<file path="src/rtl/writeback_stage_if.sv">
// -----------------------------------------------------------------------------
// writeback_stage_if
//   Bundles every non-clock/reset signal of the writeback stage.
//   Memory-stage side : valid_i/ready_o handshake plus instruction fields
//                       (RegWrite_i, MemToReg_i, rd_i, funct3_i, addr_lo_i,
//                       alu_result_i, mem_rdata_i).
//   Register-file side: WriteValid/WriteAddress/WriteData, granted by wr_ready_i.
//   Hazard query      : hz_rs1_i/hz_rs2_i in, hazard_o out.
//   modport slave  - used by the writeback stage itself.
//   modport master - used by whatever drives the stage (pipeline or bench).
// -----------------------------------------------------------------------------
interface writeback_stage_if;
    logic        valid_i;
    logic        ready_o;
    logic        RegWrite_i;
    logic        MemToReg_i;
    logic [4:0]  rd_i;
    logic [2:0]  funct3_i;
    logic [1:0]  addr_lo_i;
    logic [31:0] alu_result_i;
    logic [31:0] mem_rdata_i;
    logic        WriteValid;
    logic [4:0]  WriteAddress;
    logic [31:0] WriteData;
    logic        wr_ready_i;
    logic [4:0]  hz_rs1_i;
    logic [4:0]  hz_rs2_i;
    logic        hazard_o;

    modport slave (
        input  valid_i, RegWrite_i, MemToReg_i, rd_i, funct3_i, addr_lo_i,
               alu_result_i, mem_rdata_i, wr_ready_i, hz_rs1_i, hz_rs2_i,
        output ready_o, WriteValid, WriteAddress, WriteData, hazard_o
    );

    modport master (
        output valid_i, RegWrite_i, MemToReg_i, rd_i, funct3_i, addr_lo_i,
               alu_result_i, mem_rdata_i, wr_ready_i, hz_rs1_i, hz_rs2_i,
        input  ready_o, WriteValid, WriteAddress, WriteData, hazard_o
    );
endinterface

</file>
<file path="src/rtl/writeback_stage.sv">
// -----------------------------------------------------------------------------
// writeback_stage
//   Final pipeline stage. Formats load data by funct3/byte offset, selects
//   load data or ALU result and queues register writes in a small circular
//   write buffer that drains into the register-file write port whenever
//   wr_ready_i grants it. A combinational hazard query reports pending writes.
//
//   Ports:
//     clk_i      clock
//     reset_i    synchronous active-high reset
//     bus        writeback_stage_if.slave (handshake, write port, hazard query)
//     instret_o  [63:0] retired-instruction counter (only with WB_INSTRET_EN)
//
//   Parameter DEPTH: write-buffer entries (2, 4 or 8).
//   Optional feature macro: WB_INSTRET_EN adds the instret_o counter.
// -----------------------------------------------------------------------------
module writeback_stage #(
    parameter int DEPTH = 2
) (
    input  logic               clk_i,
    input  logic               reset_i,
    writeback_stage_if.slave   bus
`ifdef WB_INSTRET_EN
    ,
    output logic [63:0]        instret_o
`endif
);
    localparam int PTR_W = $clog2(DEPTH);
    localparam int CNT_W = PTR_W + 1;

    logic [PTR_W-1:0] wr_ptr_q, wr_ptr_d;
    logic [PTR_W-1:0] rd_ptr_q, rd_ptr_d;
    logic [CNT_W-1:0] count_q, count_d;
    logic [4:0]       waddr_q, waddr_d;
    logic [31:0]      wdata_q, wdata_d;

    logic [4:0]  rd_mem_q   [DEPTH];
    logic [31:0] data_mem_q [DEPTH];

    logic        full, empty, accept, writes, enq, deq;
    logic [7:0]  ld_byte;
    logic [15:0] ld_half;
    logic [31:0] fmt_data, wr_data;

    // Load formatting
    always_comb begin
        case (bus.addr_lo_i)
            2'd0:    ld_byte = bus.mem_rdata_i[7:0];
            2'd1:    ld_byte = bus.mem_rdata_i[15:8];
            2'd2:    ld_byte = bus.mem_rdata_i[23:16];
            default: ld_byte = bus.mem_rdata_i[31:24];
        endcase
        // Halfword select uses only the upper offset bit; misaligned bit 0 is ignored.
        ld_half = bus.addr_lo_i[1] ? bus.mem_rdata_i[31:16] : bus.mem_rdata_i[15:0];
        case (bus.funct3_i)
            3'b000:  fmt_data = {{24{ld_byte[7]}}, ld_byte};
            3'b001:  fmt_data = {{16{ld_half[15]}}, ld_half};
            3'b100:  fmt_data = {24'd0, ld_byte};
            3'b101:  fmt_data = {16'd0, ld_half};
            default: fmt_data = bus.mem_rdata_i;
        endcase
        wr_data = bus.MemToReg_i ? fmt_data : bus.alu_result_i;
    end

    // Handshake and buffer control. A full buffer refuses input even if it
    // drains this cycle, so ready_o never depends on wr_ready_i.
    always_comb begin
        full   = (count_q == CNT_W'(DEPTH));
        empty  = (count_q == '0);
        accept = bus.valid_i && !reset_i && !full;
        writes = bus.RegWrite_i && (bus.rd_i != 5'd0);
        enq    = accept && writes;
        deq    = !reset_i && !empty && bus.wr_ready_i;
    end

    // Next-state: pointers, count and the registered head entry
    always_comb begin
        wr_ptr_d = wr_ptr_q + PTR_W'(enq);
        rd_ptr_d = rd_ptr_q + PTR_W'(deq);
        count_d  = count_q + CNT_W'(enq) - CNT_W'(deq);
        waddr_d  = waddr_q;
        wdata_d  = wdata_q;
        if (count_d != '0) begin
            // The new head is the entry being written right now only when it
            // lands in the slot the read pointer moves to (buffer otherwise empty).
            if (enq && (wr_ptr_q == rd_ptr_d)) begin
                waddr_d = bus.rd_i;
                wdata_d = wr_data;
            end else begin
                waddr_d = rd_mem_q[rd_ptr_d];
                wdata_d = data_mem_q[rd_ptr_d];
            end
        end
    end

    always_ff @(posedge clk_i) begin
        if (reset_i) begin
            wr_ptr_q <= '0;
            rd_ptr_q <= '0;
            count_q  <= '0;
            waddr_q  <= '0;
            wdata_q  <= '0;
        end else begin
            wr_ptr_q <= wr_ptr_d;
            rd_ptr_q <= rd_ptr_d;
            count_q  <= count_d;
            waddr_q  <= waddr_d;
            wdata_q  <= wdata_d;
        end
    end

    // Buffer storage; contents are meaningful only inside the valid window.
    always_ff @(posedge clk_i) begin
        if (enq) begin
            rd_mem_q[wr_ptr_q]   <= bus.rd_i;
            data_mem_q[wr_ptr_q] <= wr_data;
        end
    end

    // Hazard: an entry is live when its distance from the head is below count.
    logic [DEPTH-1:0] hit;
    generate
        for (genvar gi = 0; gi < DEPTH; gi++) begin : g_hz
            logic [PTR_W-1:0] offs;
            logic             live;
            assign offs = PTR_W'(gi) - rd_ptr_q;
            assign live = (CNT_W'(offs) < count_q);
            assign hit[gi] = live &&
                (((bus.hz_rs1_i != 5'd0) && (rd_mem_q[gi] == bus.hz_rs1_i)) ||
                 ((bus.hz_rs2_i != 5'd0) && (rd_mem_q[gi] == bus.hz_rs2_i)));
        end
    endgenerate

    assign bus.ready_o      = !reset_i && !full;
    assign bus.WriteValid   = !reset_i && !empty;
    assign bus.WriteAddress = waddr_q;
    assign bus.WriteData    = wdata_q;
    assign bus.hazard_o     = !reset_i && (|hit);

`ifdef WB_INSTRET_EN
    logic [63:0] instret_q, instret_d;
    logic        retire_nw;

    always_comb begin
        retire_nw = accept && !writes;
        instret_d = instret_q + 64'(retire_nw) + 64'(deq);
    end

    always_ff @(posedge clk_i) begin
        if (reset_i) begin
            instret_q <= '0;
        end else begin
            instret_q <= instret_d;
        end
    end

    assign instret_o = instret_q;
`endif

endmodule

</file>
<file path="src/flat_wrapper.sv">
// flat-port wrapper written by rule: the top's interface ports become plain ports
module writeback_stage_flat 
#(
    parameter int DEPTH = 2
)
  (clk_i, reset_i, bus_valid_i, bus_RegWrite_i, bus_MemToReg_i, bus_rd_i, bus_funct3_i, bus_addr_lo_i, bus_alu_result_i, bus_mem_rdata_i, bus_wr_ready_i, bus_hz_rs1_i, bus_hz_rs2_i, bus_ready_o, bus_WriteValid, bus_WriteAddress, bus_WriteData, bus_hazard_o);
  writeback_stage_if bus_i ();
  input  logic clk_i;
  input  logic reset_i;
  input wire logic [$bits(bus_i.valid_i)-1:0] bus_valid_i;
  input wire logic [$bits(bus_i.RegWrite_i)-1:0] bus_RegWrite_i;
  input wire logic [$bits(bus_i.MemToReg_i)-1:0] bus_MemToReg_i;
  input wire logic [$bits(bus_i.rd_i)-1:0] bus_rd_i;
  input wire logic [$bits(bus_i.funct3_i)-1:0] bus_funct3_i;
  input wire logic [$bits(bus_i.addr_lo_i)-1:0] bus_addr_lo_i;
  input wire logic [$bits(bus_i.alu_result_i)-1:0] bus_alu_result_i;
  input wire logic [$bits(bus_i.mem_rdata_i)-1:0] bus_mem_rdata_i;
  input wire logic [$bits(bus_i.wr_ready_i)-1:0] bus_wr_ready_i;
  input wire logic [$bits(bus_i.hz_rs1_i)-1:0] bus_hz_rs1_i;
  input wire logic [$bits(bus_i.hz_rs2_i)-1:0] bus_hz_rs2_i;
  output wire logic [$bits(bus_i.ready_o)-1:0] bus_ready_o;
  output wire logic [$bits(bus_i.WriteValid)-1:0] bus_WriteValid;
  output wire logic [$bits(bus_i.WriteAddress)-1:0] bus_WriteAddress;
  output wire logic [$bits(bus_i.WriteData)-1:0] bus_WriteData;
  output wire logic [$bits(bus_i.hazard_o)-1:0] bus_hazard_o;
  assign bus_i.valid_i = bus_valid_i;
  assign bus_i.RegWrite_i = bus_RegWrite_i;
  assign bus_i.MemToReg_i = bus_MemToReg_i;
  assign bus_i.rd_i = bus_rd_i;
  assign bus_i.funct3_i = bus_funct3_i;
  assign bus_i.addr_lo_i = bus_addr_lo_i;
  assign bus_i.alu_result_i = bus_alu_result_i;
  assign bus_i.mem_rdata_i = bus_mem_rdata_i;
  assign bus_i.wr_ready_i = bus_wr_ready_i;
  assign bus_i.hz_rs1_i = bus_hz_rs1_i;
  assign bus_i.hz_rs2_i = bus_hz_rs2_i;
  assign bus_ready_o = bus_i.ready_o;
  assign bus_WriteValid = bus_i.WriteValid;
  assign bus_WriteAddress = bus_i.WriteAddress;
  assign bus_WriteData = bus_i.WriteData;
  assign bus_hazard_o = bus_i.hazard_o;
  writeback_stage #(.DEPTH(DEPTH)) u_core (.clk_i(clk_i), .reset_i(reset_i), .bus(bus_i));
endmodule
</file>
<file path="config.mk">
export PLATFORM = sky130hd
export DESIGN_NAME = writeback_stage_flat
export DESIGN_NICKNAME = d
export VERILOG_FILES = /design/src/rtl/writeback_stage_if.sv /design/src/rtl/writeback_stage.sv /design/src/flat_wrapper.sv
export SDC_FILE = /design/constraint.sdc
export NUM_CORES = 1
export LEC_CHECK = 0
export CORE_MARGIN = 2
export CORE_UTILIZATION = 60
export CTS_BUF_LIST = sky130_fd_sc_hd__clkbuf_4
export CTS_CLUSTER_DIAMETER = 120
export CTS_CLUSTER_SIZE = 12
export DETAILED_ROUTE_END_ITERATION = 7
export DONT_BUFFER_PORTS = 1
export HOLD_SLACK_MARGIN = 0.03
export PLACE_DENSITY = 0.78
export SLEW_MARGIN = 10
export SYNTH_ARGS = -nofsm -noshare
export SYNTH_HDL_FRONTEND = slang
export SYNTH_SLANG_ARGS = --single-unit
</file>
<file path="constraint.sdc">
create_clock -name clk_i -period 2.3 [get_ports clk_i]
set_input_delay 0.23 -clock clk_i [delete_from_list [all_inputs] [get_ports clk_i]]
set_output_delay 0.23 -clock clk_i [all_outputs]
set_load 0.01 [all_outputs]
</file>
---- Word-level counts from Yosys, hierarchy flattened ----
Memories as Yosys holds them, arrays and structs flattened. A register that Yosys moved wholly into a read port is not among the register bits.
Index checks and enable logic that the tools add are counted.
storage, ports and cells
  memory bits (writable) .................. 74
  bits in latches ......................... 0
  bits in registers ....................... 4
  memories ................................ 2
  output and inout bits ................... 40
  word-level logic and storage cells ...... 56
  input bits .............................. 90
  bits in read-only memories .............. 0
cells by class
  reduce and logical (&&, ||, !) cells .... 27
  magnitude comparators ................... 2
  bitwise logic cells ..................... 0
  div/mod/pow operators ................... 0
  $add $sub $neg .......................... 6
  shift operators ......................... 0
  multipliers ............................. 0
  muxes and demuxes ....................... 6
  equal/unequal tests ..................... 10
memory list
  memory             depth  width  rd ports  clocked after Yosys merged registers in  write ports  RTL line               source
  u_core.data_mem_q  2      32     1         1                                        1            writeback_stage.sv:38  logic [31:0] data_mem_q [DEPTH];
  u_core.rd_mem_q    2      5      3         1                                        1            writeback_stage.sv:37  logic [4:0] rd_mem_q [DEPTH];
operators by type and width
  kind                                           count
  case mux 32 bit (4 select lines)               1
  two-way mux 32 bit                             1
  case mux 8 bit (3 select lines)                1
  == test 5 bit                                  4
  two-way mux 16 bit                             1
  nonzero test 5 bit                             3
  logical AND 1 bit                              14
  == test 3 bit, second input constant           2
  == test 2 bit, second input constant           2
  zero test 2 bit                                2
  less-than comparator 1 x 2 -> 1 bit            2
  == test 3 x 1 -> 1 bit, second input constant  1
  zero test 1 bit                                3
  zero test 3 bit                                1
  adder 1 bit                                    2
  adder 2 x 1 -> 2 bit                           1
  == test 2 x 1 -> 1 bit, second input constant  1
  logical OR 1 bit                               2
  two-way mux 1 bit                              2
  nonzero test 2 bit                             1
  OR reduction 2 bit                             1
  subtractor 1 bit, first input constant         2
  subtractor 2 x 1 -> 2 bit                      1

---- Longest topological paths before layout ----
Gate-level depths: netlist of the first run.
  word-level depth ........................ 7
  gate-level depth with buffers ........... 11
  depth with buffers taken out ............ 9

---- Worst setup path before layout of the first run ----
OpenSTA, ideal clock, no wires.
  path type ............................... register -> register
  start point ............................. reg u_core.count_q[0]
  end point ............................... reg u_core.wdata_q[10] (netlist: u_core.bus.WriteData[10]), read port of u_core.data_mem_q
  required time ........................... 2.239 ns
  period minus slack after synthesis ...... 2.753 ns
  data arrival time ....................... 2.692 ns
  setup time .............................. 0.061 ns
  buffers on the path ..................... 2
  path slack .............................. -0.453 ns
  stages on the path, launching flop included .. 12
  path through ............................ dfxtp_1 -> inv_1 -> a21oi_1 -> nand4_1 -> inv_1 -> buf_2 -> ha_1 -> xor2_1 -> xnor2_1 -> nor3b_2 -> clkbuf_1 -> a32o_1
between the ends
  cells in the longest elaborated chain, start to end .. 7
  elaborated cells between the ends (all ways) .. 12
  classes of those cells .................. add/sub (3); eq/ne (1); reduce/logical (8)
ends and longest elaborated chain
  item                       RTL line                source
  from (decl)                writeback_stage.sv:33   logic [CNT_W-1:0] count_q, count_d;
  from (signal assigned)     writeback_stage.sv:106  count_q <= count_d;
  == test 2 bit              writeback_stage.sv:68   full = (count_q == CNT_W'(DEPTH));
  zero test 1 bit            writeback_stage.sv:70   accept = bus.valid_i && !reset_i && !full;
  logical AND 1 bit          writeback_stage.sv:70
  logical AND 1 bit          writeback_stage.sv:72   enq = accept && writes;
  adder 2 x 1 -> 2 bit       writeback_stage.sv:80   count_d = count_q + CNT_W'(enq) - CNT_W'(deq);
  subtractor 2 x 1 -> 2 bit  writeback_stage.sv:80
  nonzero test 2 bit         writeback_stage.sv:83   if (count_d != '0) begin
  to (decl)                  writeback_stage.sv:35   logic [31:0] wdata_q, wdata_d;
Parallel ways exist; a longest one is shown, timed or not.
A chain may end at the register's enable or synchronous reset.

---- Final worst setup path of the first run ----
  start point ............................. reg u_core.count_q[0]
  end point ............................... reg u_core.wdata_q[9] (netlist: u_core.bus.WriteData[9]), read port of u_core.data_mem_q
Same word-level chain as after synthesis.

==> out/qor.yml, run 1 <==
run_status:
  status: "finished, violations left"
  violations: "negative setup slack"
timing:
  fin_crit_ns: 2.33
  rsz0062_at_grt: "true"
  tightest_slew_ns: 0.774
  whs_ns: 0.0314
  max_slew_margin: 0.484
  report.final.slew_viol_count: 0
  fin_crit_sh: 1.01
  max_freq_mhz: 429
  worst_clock_skew_ns: 0.0225
  hold_viol: 0
  fin_ws_ns: -0.0287
  finalSetupViolations: 16
critical_path:
  cp_cell_sequence: "o21ba_4 -> and2_4 -> ha_4 -> inv_2 -> ha_4 -> xor2_4 -> xnor2_2 -> nor3b_4 -> buf_6 -> clkbuf_16 -> a32o_1"
  end_kind: "register"
  crit_top_cell: "ha_4"
  max_stage_delay_ns: 0.35
  critPathMaxFanout: 9
  required_ns: 2.77
  path_class: "reg -> reg"
  critPathTopFamily: "buffers and inverters"
  start_kind: "register"
  slowest_stage: "dfxtp_2"
  cp.buffers_inverters: 3
  cp.arrival_ns: 2.80
global_route:
  grt_max_degree: 76
  grt_pass1_wl_um: 29200
  grt_use_total: 0.339
  grt_pass1_vias: 5478
  grt_overflow_total: 0
  antenna_found_initial: 0
synthesis:
  synthDistinctLibCells: 47
  synth_seq_cells: 115
  mappedNetlistNets: 733
  syn-mean-instance-area_um2: 9.85
  synth_seq_area_share: 0.483
  synth_edf_count: 74
  async_flop_share: 0
  netlist_area_um2: 6290
  synth-main-ff-cell: "edfxtp_1"
  synth_warnings: 0
  syn_inst: 639
route:
  postRouteAntennaNets: 0
  drt_iter0_markers: 626
  routed_wl_um: 19800
  first_pass_iters: 6
  drc: 0
  avgViaCountPerCell: 6.92
  vias: 5642
  avgRoutedWirePerCell_um: 24.2
clock_network:
  htreeDepth: 4
  root_buffer: "clkbuf_4"
  cts_tree: "built"
  cts_buffers: 17
  clock-sinks: 115
  clk_latency_ns: 0.53
  clk_path_buf_depth: 2
  clkSlewWorstSetupHoldPaths_ns: 0.13
floorplan:
  io_pins: 130
  row_count: 37
  die-area_um2: 11300
  die_h_um: 106
  initial_core_util: 0.612
  core_region_area_um2: 10300
  dieWidth_um: 106
flow_run:
  maxCapViolCount: 0
power:
  power.density_nw_per_um2: 715
  p_leak_nw: 2.57
  vdd_drop_max_uv: 418
  totalPowerFinal_mw: 5.29
place:
  io_buffer_count: 0
  post-place-ws_ns: -0.0619
  dp_hpwl_um: 11700
  gp_congestion: 0.855
final_layout:
  nNetsFinal: 760
  drive_gt1_frac: 0.144
  diodes: 0
  syn_to_final_growth_pct: 17.5
worst_hold_path:
  hold_path.class: "in -> reg"
## registers in the layout (all words and copies together) (netlist names)
name	cells
u_core.wr_ptr_q	1
u_core.rd_ptr_q	1
u_core.data_mem_q	64
u_core.rd_mem_q	10
u_core.count_q	2
u_core.bus.WriteAddress	5
u_core.bus.WriteData	32
## layout by cell type, fill, tap and decap left out, drive strengths merged, types with 34 or more instances in the layout
cell type / instances
o211ai: 40
nor2: 42
inv: 53
edfxtp: 74
nand2: 35
dlygate4sd3: 34
o221ai: 37
dfxtp: 41
o21ai: 63
a32o: 37
## kinds of logic (layout without fill, tap and decap cells)
kind of cell    after synthesis  in the layout  share of synthesized area
flops                       115            115                      0.483
buf+inv                     108            148                     0.0686
simple gates                145            145                      0.114
compound gates              234            234                      0.272
fa+ha+maj                     4              4                    0.00795
xor+xnor                     24             24                     0.0378
mux                           9              9                     0.0159
## routing by layer
metal | track usage | part of all wire
met1 | 0.410 | 0.36
met2 | 0.554 | 0.47
met3 | 0.125 | 0.13
met4 | 0.127 | 0.034
met5 | 0 | 0
## where the power goes
| group | switching [mW] | internal (mW) |
|---|---|---|
| Sequential | 0.190 | 2.39 |
| Combinational | 0.663 | 0.538 |
| Clock | 0.852 | 0.652 |
| Total | 1.71 | 3.58 |
## cell usage after synthesis, types with 5 or more instances
cell type / n / area (um2)
nand3b_1: 15 / 113
dfxtp_1: 41 / 821
inv_1: 49 / 184
o211ai_1: 40 / 300
o21ai_0: 63 / 315
edfxtp_1: 74 / 2220
clkbuf_1: 41 / 154
nor2_1: 42 / 158
nand3_1: 20 / 100
o221ai_1: 37 / 324
nor2b_1: 5 / 31.3
a21oi_1: 16 / 80.1
or3_1: 12 / 75.1
nand2_1: 35 / 131
a32o_1: 37 / 370
a21o_1: 7 / 52.6
xor2_1: 9 / 78.8
mux2_2: 8 / 90.1
buf_2: 12 / 60.1
o22ai_1: 7 / 43.8
a211oi_1: 18 / 135
xnor2_1: 13 / 114
## what timing repair did
| item | 4_1_cts | 5_1_grt |
|---|---|---|
| cloned | 0 | 5 |
| pin swaps | 2 | 2 |
| hold buffers | 30 | 4 |
| buffers inserted | 0 | 5 |
| gates resized for setup | 5 | 7 |
| endpoints found under the setup margin | 38 | 38 |
| hold endpoints to repair | 53 | 5 |
## per-stage QoR
step,instances,setup TNS [ns],utilization,area [um2]
global placement,739,0,0.637,6550
finish,815,-0.236,0.719,7390
CTS,801,0,0.697,7170
floorplan,639,-1.73,-,6390
global route,815,-2.33,0.719,7390
detailed placement,739,-1.30,0.637,6550
## cell type report
cell class	instances	area (um2)
clock buffer	17	128
clock inverter	15	156
fill	742	2880
inverter	49	184
multi-input combinational	416	2950
sequential	115	3050
tap	136	170
timing repair buffer	67	756
## worst paths after layout
path,startpoint,to,slack [ns],depth (start not counted)
hold reg to reg,u_core.bus.WriteData[19]$_SDFFE_PP0P_,u_core.bus.WriteData[19]$_SDFFE_PP0P_,0.56,1
setup reg to reg,u_core.count_q[0]$_SDFF_PP0_,u_core.bus.WriteData[9]$_SDFFE_PP0P_,-0.03,11
hold / removal,bus_alu_result_i[27],u_core.data_mem_q[0][27]$_DFFE_PP_,0.03,2
setup / recovery,u_core.count_q[0]$_SDFF_PP0_,u_core.bus.WriteData[9]$_SDFFE_PP0P_,-0.03,11
## worst register-to-register path, cell delays in order, from the launching register on
cell and delay (ns):
dfxtp_2 0.35, o21ba_4 0.21, and2_4 0.16, ha_4 0.25, inv_2 0.04, ha_4 0.16, xor2_4 0.15, xnor2_2 0.17
nor3b_4 0.22, buf_6 0.20, clkbuf_16 0.20, a32o_1 0.13
No activity file was read; power rests on OpenSTA's default activity.
==> inputs of run 2 (changes only) <==
Settings changed: ABC_AREA set to 1, CORE_ASPECT_RATIO set to 0.75.
==> run 2 against run 1 <==
Effect of this change:
- routed wire length decreased by 6.7%
- largest cell class unchanged
- the run ends with negative hold slack left
- critical path depth increased by 3
- critical path type unchanged
- critical endpoint is now u_core.bus.WriteData[14]$_SDFFE_PP0P_
- global-route usage decreased by 0.11 points
==> out/qor.yml, run 2 <==
run_status:
  violations: "negative hold slack"
  status: "finished, violations left"
synthesis:
  synth_seq_cells: 115
  synth_area_leader_cell: "edfxtp_1"
  mappedNetlistNets: 855
  yosysTopAreaCellShare: 0.360
  synth-main-ff-cell: "edfxtp_1"
  synth_edf_count: 74
  netlist_area_um2: 6170
  synth_warnings: 0
  yosysMostFrequentCell: "nand2_1"
  synthDistinctLibCells: 35
  async_flop_share: 0
  synth_commonest_cells: "nand2_1 (282), edfxtp_1 (74), a21oi_1 (73)"
  syn-mean-instance-area_um2: 8.11
  synth.area.top_cells: "edfxtp_1 (36%), nand2_1 (17%), dfxtp_1 (13%)"
  synth_seq_area_share: 0.493
  syn_inst: 761
route:
  routed_wl_um: 18400
  first_pass_iters: 5
  avgRoutedWirePerCell_um: 18.8
  drc: 0
  postRouteAntennaNets: 0
  vias: 5689
  avgViaCountPerCell: 5.82
  drt_iter0_markers: 619
critical_path:
  cp_cell_sequence: "inv_2 -> nand2_4 -> nand3_4 -> inv_2 -> ha_4 -> inv_2 -> ha_4 -> xnor2_4 -> xor2_2 -> nand2_4 -> buf_4 -> buf_16 -> o21ai_0 -> a21oi_1"
  required_ns: 2.71
  start_kind: "register"
  rrSetupSlack_ns: 0.06
  crit_top_cell: "inv_2"
  max_stage_delay_ns: 0.35
  cp.arrival_ns: 2.65
  end_kind: "register"
  path_class: "reg -> reg"
  critPathMaxFanout: 7
  slowest_stage: "dfxtp_2"
final_layout:
  nNetsFinal: 923
  num-fill-cells: 715
  final_common_cell: "nand2_1"
  drive_gt1_frac: 0.169
  top_register: "u_core.data_mem_q"
  largest_reg_flops: 64
  syn_to_final_growth_pct: 21.3
  final_cell_mix: "nand2_1 (281), edfxtp_1 (74), a21oi_1 (72), dlygate4sd3_1 (54), inv_1 (49)"
  diodes: 0
timing:
  fin_crit_sh: 0.975
  whs_ns: -0.248
  max_slew_margin: 0.289
  fin_crit_ns: 2.24
  worst_clock_skew_ns: 0.0178
  max_freq_mhz: 446
  tightest_slew_ns: 1.07
  final.setup.tns_ns: 0
  finalSetupViolations: 0
  report.final.slew_viol_count: 0
  hold_viol: 6
floorplan:
  dieWidth_um: 121
  io_pins: 130
  initial_core_util: 0.609
  die_h_um: 91.8
  core_region_area_um2: 10100
  die-area_um2: 11100
  row_count: 32
clock_network:
  clk_path_buf_depth: 2
  cts_tree: "built"
  hold_buffers: 55
  clk_latency_ns: 0.53
  cts_buffers: 17
  clkSlewWorstSetupHoldPaths_ns: 0.11
  root_buffer: "clkbuf_4"
  clock-sinks: 115
  htreeDepth: 4
place:
  dp_hpwl_um: 11100
  io_buffer_count: 0
  gp_congestion: 0.902
power:
  totalPowerFinal_mw: 5.85
  power_frac_comb: 0.259
  p_seq_frac: 0.455
  vdd_drop_max_uv: 408
  power.density_nw_per_um2: 782
  swShare: 0.322
  p_leak_nw: 3.21
  net-switching-power_mw: 1.88
  p_clk_frac: 0.286
  p_int_mw: 3.96
flow_run:
  maxCapViolCount: 0
global_route:
  grt_pass1_vias: 5499
  grt_use_total: 0.338
  grt_overflow_total: 0
  grt_pass1_wl_um: 28600
  antenna_found_initial: 0
  grt_max_degree: 35
worst_hold_path:
  hold_path.class: "in -> reg"
## run 2: logic make-up after synthesis
family | share of synthesized area
buf+inv | 0.0828
fa+ha+maj | 0.00811
compound gates | 0.127
flops | 0.493
simple gates | 0.258
xor+xnor | 0.0312
## run 2: routing by layer
| layer | up-vias | GRT usage | share of wire |
|---|---|---|---|
| met5 | - | 0 | 0 |
| met4 | 0 | 0.135 | 0.027 |
| met3 | 50 | 0.0945 | 0.11 |
| met2 | 329 | 0.538 | 0.48 |
| met1 | 2692 | 0.437 | 0.39 |
| li1 | 2618 | - | - |
## run 2: area by class of cell
cell class	count	area (um2)	area share
clock buffers	18	135	0.0181
clock inverters	14	186	0.0249
inverters	68	260	0.0348
multi-input cells	539	2740	0.366
flip-flops and latches	115	3050	0.407
well taps	136	170	0.0227
repair buffers	88	945	0.126
## run 2: what timing repair did
action | in CTS | in global routing
gates resized for setup | 24 | 12
endpoints found under the hold margin | 86 | 6
endpoints found under the setup margin | 31 | 41
setup buffers | 9 | 2
gates cloned | 3 | 0
pin swaps | 7 | 6
## run 2: critical path: cells and delay by family (launching register included)
family	cells	cell delay (ns)
xor gates and xnor gates	2	0.36
buffers and inverters	5	0.47
DFF	1	0.35
and+or+nand+nor	3	0.26
AOI/OAI and AO/OA	2	0.24
adders and majority gates	2	0.42
## run 2: path summary, 6_finish.rpt
| kind | startpoint | depth (start not counted) | end |
|---|---|---|---|
| hold reg to reg | u_core.bus.WriteAddress[3]$_SDFFE_PP0P_ | 2 | u_core.bus.WriteAddress[3]$_SDFFE_PP0P_ |
| hold / removal | reset_i | 1 | u_core.bus.WriteAddress[1]$_SDFFE_PP0P_ |
| setup / recovery | u_core.count_q[1]$_SDFF_PP0_ | 14 | u_core.bus.WriteData[14]$_SDFFE_PP0P_ |
| setup reg to reg | u_core.count_q[1]$_SDFF_PP0_ | 14 | u_core.bus.WriteData[14]$_SDFFE_PP0P_ |
## run 2: power groups by stage
stage / Sequential, mW / Combinational (mW) / Clock [mW]
after global placement: 2.69 / 1.02 / 0
after CTS: 2.65 / 1.43 / 1.67
after global routing: 2.68 / 1.64 / 1.76
final: 2.66 / 1.52 / 1.67
after detailed placement: 2.70 / 1.07 / 0
after floorplan: 2.64 / 0.811 / 0
## run 2: through the flow
step / instance area, um2 / hold WS, ns / worst slack, ns / util / instances
2_1_floorplan: 6170 / 0.299 / 0.176 / - / 761
3_3_place_gp: 6300 / 0.301 / 0.115 / 0.622 / 877
3_5_place_dp: 6300 / 0.303 / -0.0401 / 0.622 / 877
4_1_cts: 7410 / -0.268 / 0.00581 / 0.732 / 976
5_1_grt: 7480 / -0.269 / -0.0251 / 0.739 / 978
6_report: 7480 / -0.248 / 0.0565 / 0.739 / 978
==> inputs of run 3 (changes only) <==
Settings changed: CELL_PAD_IN_SITES_DETAIL_PLACEMENT set to 0, CELL_PAD_IN_SITES_GLOBAL_PLACEMENT set to 1, CORE_UTILIZATION 60 to 44.
==> run 3 against run 2 <==
Effect of this change:
- critical endpoint is now u_core.bus.WriteData[8]$_SDFFE_PP0P_
- die area is 35% higher
- the flow now finishes without violations
- cell area shrank 2.5%
- non-clock buffer count decreased by 25
- clock skew down 0.0030 ns
- critical path type unchanged
- final cell count increased by 1.4%
- global-route usage is 10 points lower
- largest power group unchanged
- combinational power is 6% lower
==> out/qor.yml, run 3 (synthesis gave the netlist of run 2 again) <==
run_status:
  status: "finished clean"
final_layout:
  fin_util: 0.532
  final_common_cell: "nand2_1"
  top_register: "u_core.data_mem_q"
  syn_to_final_growth_pct: 18.3
  largest_reg_flops: 64
  nNetsFinal: 898
  design_area_um2: 7290
  drive_gt1_frac: 0.169
  diodes: 0
  final_cell_mix: "nand2_1 (282), edfxtp_1 (74), a21oi_1 (67), inv_1 (49), o21ai_0 (45)"
  stdcell_count: 992
route:
  drc: 0
  postRouteAntennaNets: 0
  drt_iter0_markers: 519
  routed_wl_um: 18400
  avgViaCountPerCell: 5.35
  vias: 5308
  avgRoutedWirePerCell_um: 18.6
  first_pass_iters: 6
timing:
  fin_crit_sh: 0.996
  fin_ws_ns: 0.0103
  report.final.slew_viol_count: 0
  rsz0062_at_grt: "true"
  fin_crit_ns: 2.29
  hold_viol: 0
  finalSetupViolations: 0
  final.setup.tns_ns: 0
  whs_ns: 0.0451
  max_slew_margin: 0.581
  tightest_slew_ns: 0.627
  worst_clock_skew_ns: 0.0148
  max_freq_mhz: 437
floorplan:
  die_h_um: 107
  io_pins: 130
  row_count: 37
  dieWidth_um: 141
  initial_core_util: 0.450
  die-area_um2: 15000
  core_region_area_um2: 13700
critical_path:
  critPathMaxFanout: 10
  start_kind: "register"
  required_ns: 2.69
  r2r_cells: 13
  cp.arrival_ns: 2.68
  end_kind: "register"
  rrSetupSlack_ns: 0.01
  path_class: "reg -> reg"
place:
  dp_hpwl_um: 12100
  placed_cell_area_um2: 6350
  io_buffer_count: 0
  post-place-ws_ns: -0.0199
  gp_congestion: 0.958
  place_inst: 917
power:
  power.density_nw_per_um2: 790
  power_frac_comb: 0.249
  vdd_drop_max_uv: 476
  p_leak_nw: 3.09
  totalPowerFinal_mw: 5.76
  net-switching-power_mw: 1.86
  p_seq_frac: 0.463
  swShare: 0.323
  p_int_mw: 3.90
  p_clk_frac: 0.288
global_route:
  grt_use_total: 0.235
  grt_max_degree: 38
  grt_overflow_total: 0
  grt_pass1_wl_um: 27300
  grt_pass1_vias: 5088
  antenna_found_initial: 0
clock_network:
  clkSlewWorstSetupHoldPaths_ns: 0.11
  cts_buffers: 17
  cts_tree: "built"
  clk_path_buf_depth: 2
  clk_latency_ns: 0.51
  htreeDepth: 4
  root_buffer: "clkbuf_4"
  clock-sinks: 115
worst_hold_path:
  hold_path.class: "in -> reg"
  whs_path_depth: 4
flow_run:
  maxCapViolCount: 0
-- run 3: worst paths after layout --
check	startpoint	to
max reg2reg	u_core.count_q[1]$_SDFF_PP0_	u_core.bus.WriteData[8]$_SDFFE_PP0P_
max	u_core.count_q[1]$_SDFF_PP0_	u_core.bus.WriteData[8]$_SDFFE_PP0P_
min	bus_mem_rdata_i[22]	u_core.data_mem_q[1][22]$_DFFE_PP_
min reg2reg	u_core.bus.WriteAddress[2]$_SDFFE_PP0P_	u_core.bus.WriteAddress[2]$_SDFFE_PP0P_
-- run 3: area by class of cell --
type / instances / area, um2
Fill cell: 1246 / 6410
Sequential cell: 115 / 3040
Multi-Input combinational cell: 539 / 2730
Timing Repair Buffer: 63 / 709
Inverter: 68 / 268
Tap cell: 175 / 219
Clock inverter: 14 / 188
Clock buffer: 18 / 135
-- run 3: what timing repair did --
| item | 4_1_cts | 5_1_grt |
|---|---|---|
| hold buffers | 29 | 3 |
| cloned | 0 | 5 |
| gates resized for setup | 1 | 43 |
| pin swaps | 1 | 25 |
| endpoints found under the hold margin | 67 | 5 |
| endpoints found under the setup margin | 8 | 37 |
| setup buffers | 3 | 3 |
-- run 3: critical path, cell delays in order (launching register included) --
cell and delay [ns]:
dfxtp_2 0.35, inv_2 0.10, nand2_4 0.07, nand3_4 0.09, inv_2 0.05, ha_4 0.26
inv_4 0.03, ha_4 0.16, xnor2_4 0.18, xor2_2 0.23, nand2_4 0.17, buf_6 0.19
o21ai_0 0.21, a21oi_1 0.07
-- run 3: layer usage --
layer / global-route usage / vias up / part of all wire
met5: 0 / - / 0
li1: - / 2577 / -
met2: 0.369 / 202 / 0.45
met3: 0.0707 / 21 / 0.079
met4: 0.0571 / 0 / 0.015
met1: 0.321 / 2508 / 0.45
-- run 3: power by group through the flow --
stage	clock network [mW]	registers [mW]	logic [mW]
2_1_floorplan	0	2.64	0.811
3_3_place_gp	0	2.70	1.03
3_5_place_dp	0	2.70	1.06
4_1_cts	1.69	2.66	1.13
5_1_grt	1.78	2.70	1.57
6_report	1.66	2.67	1.43
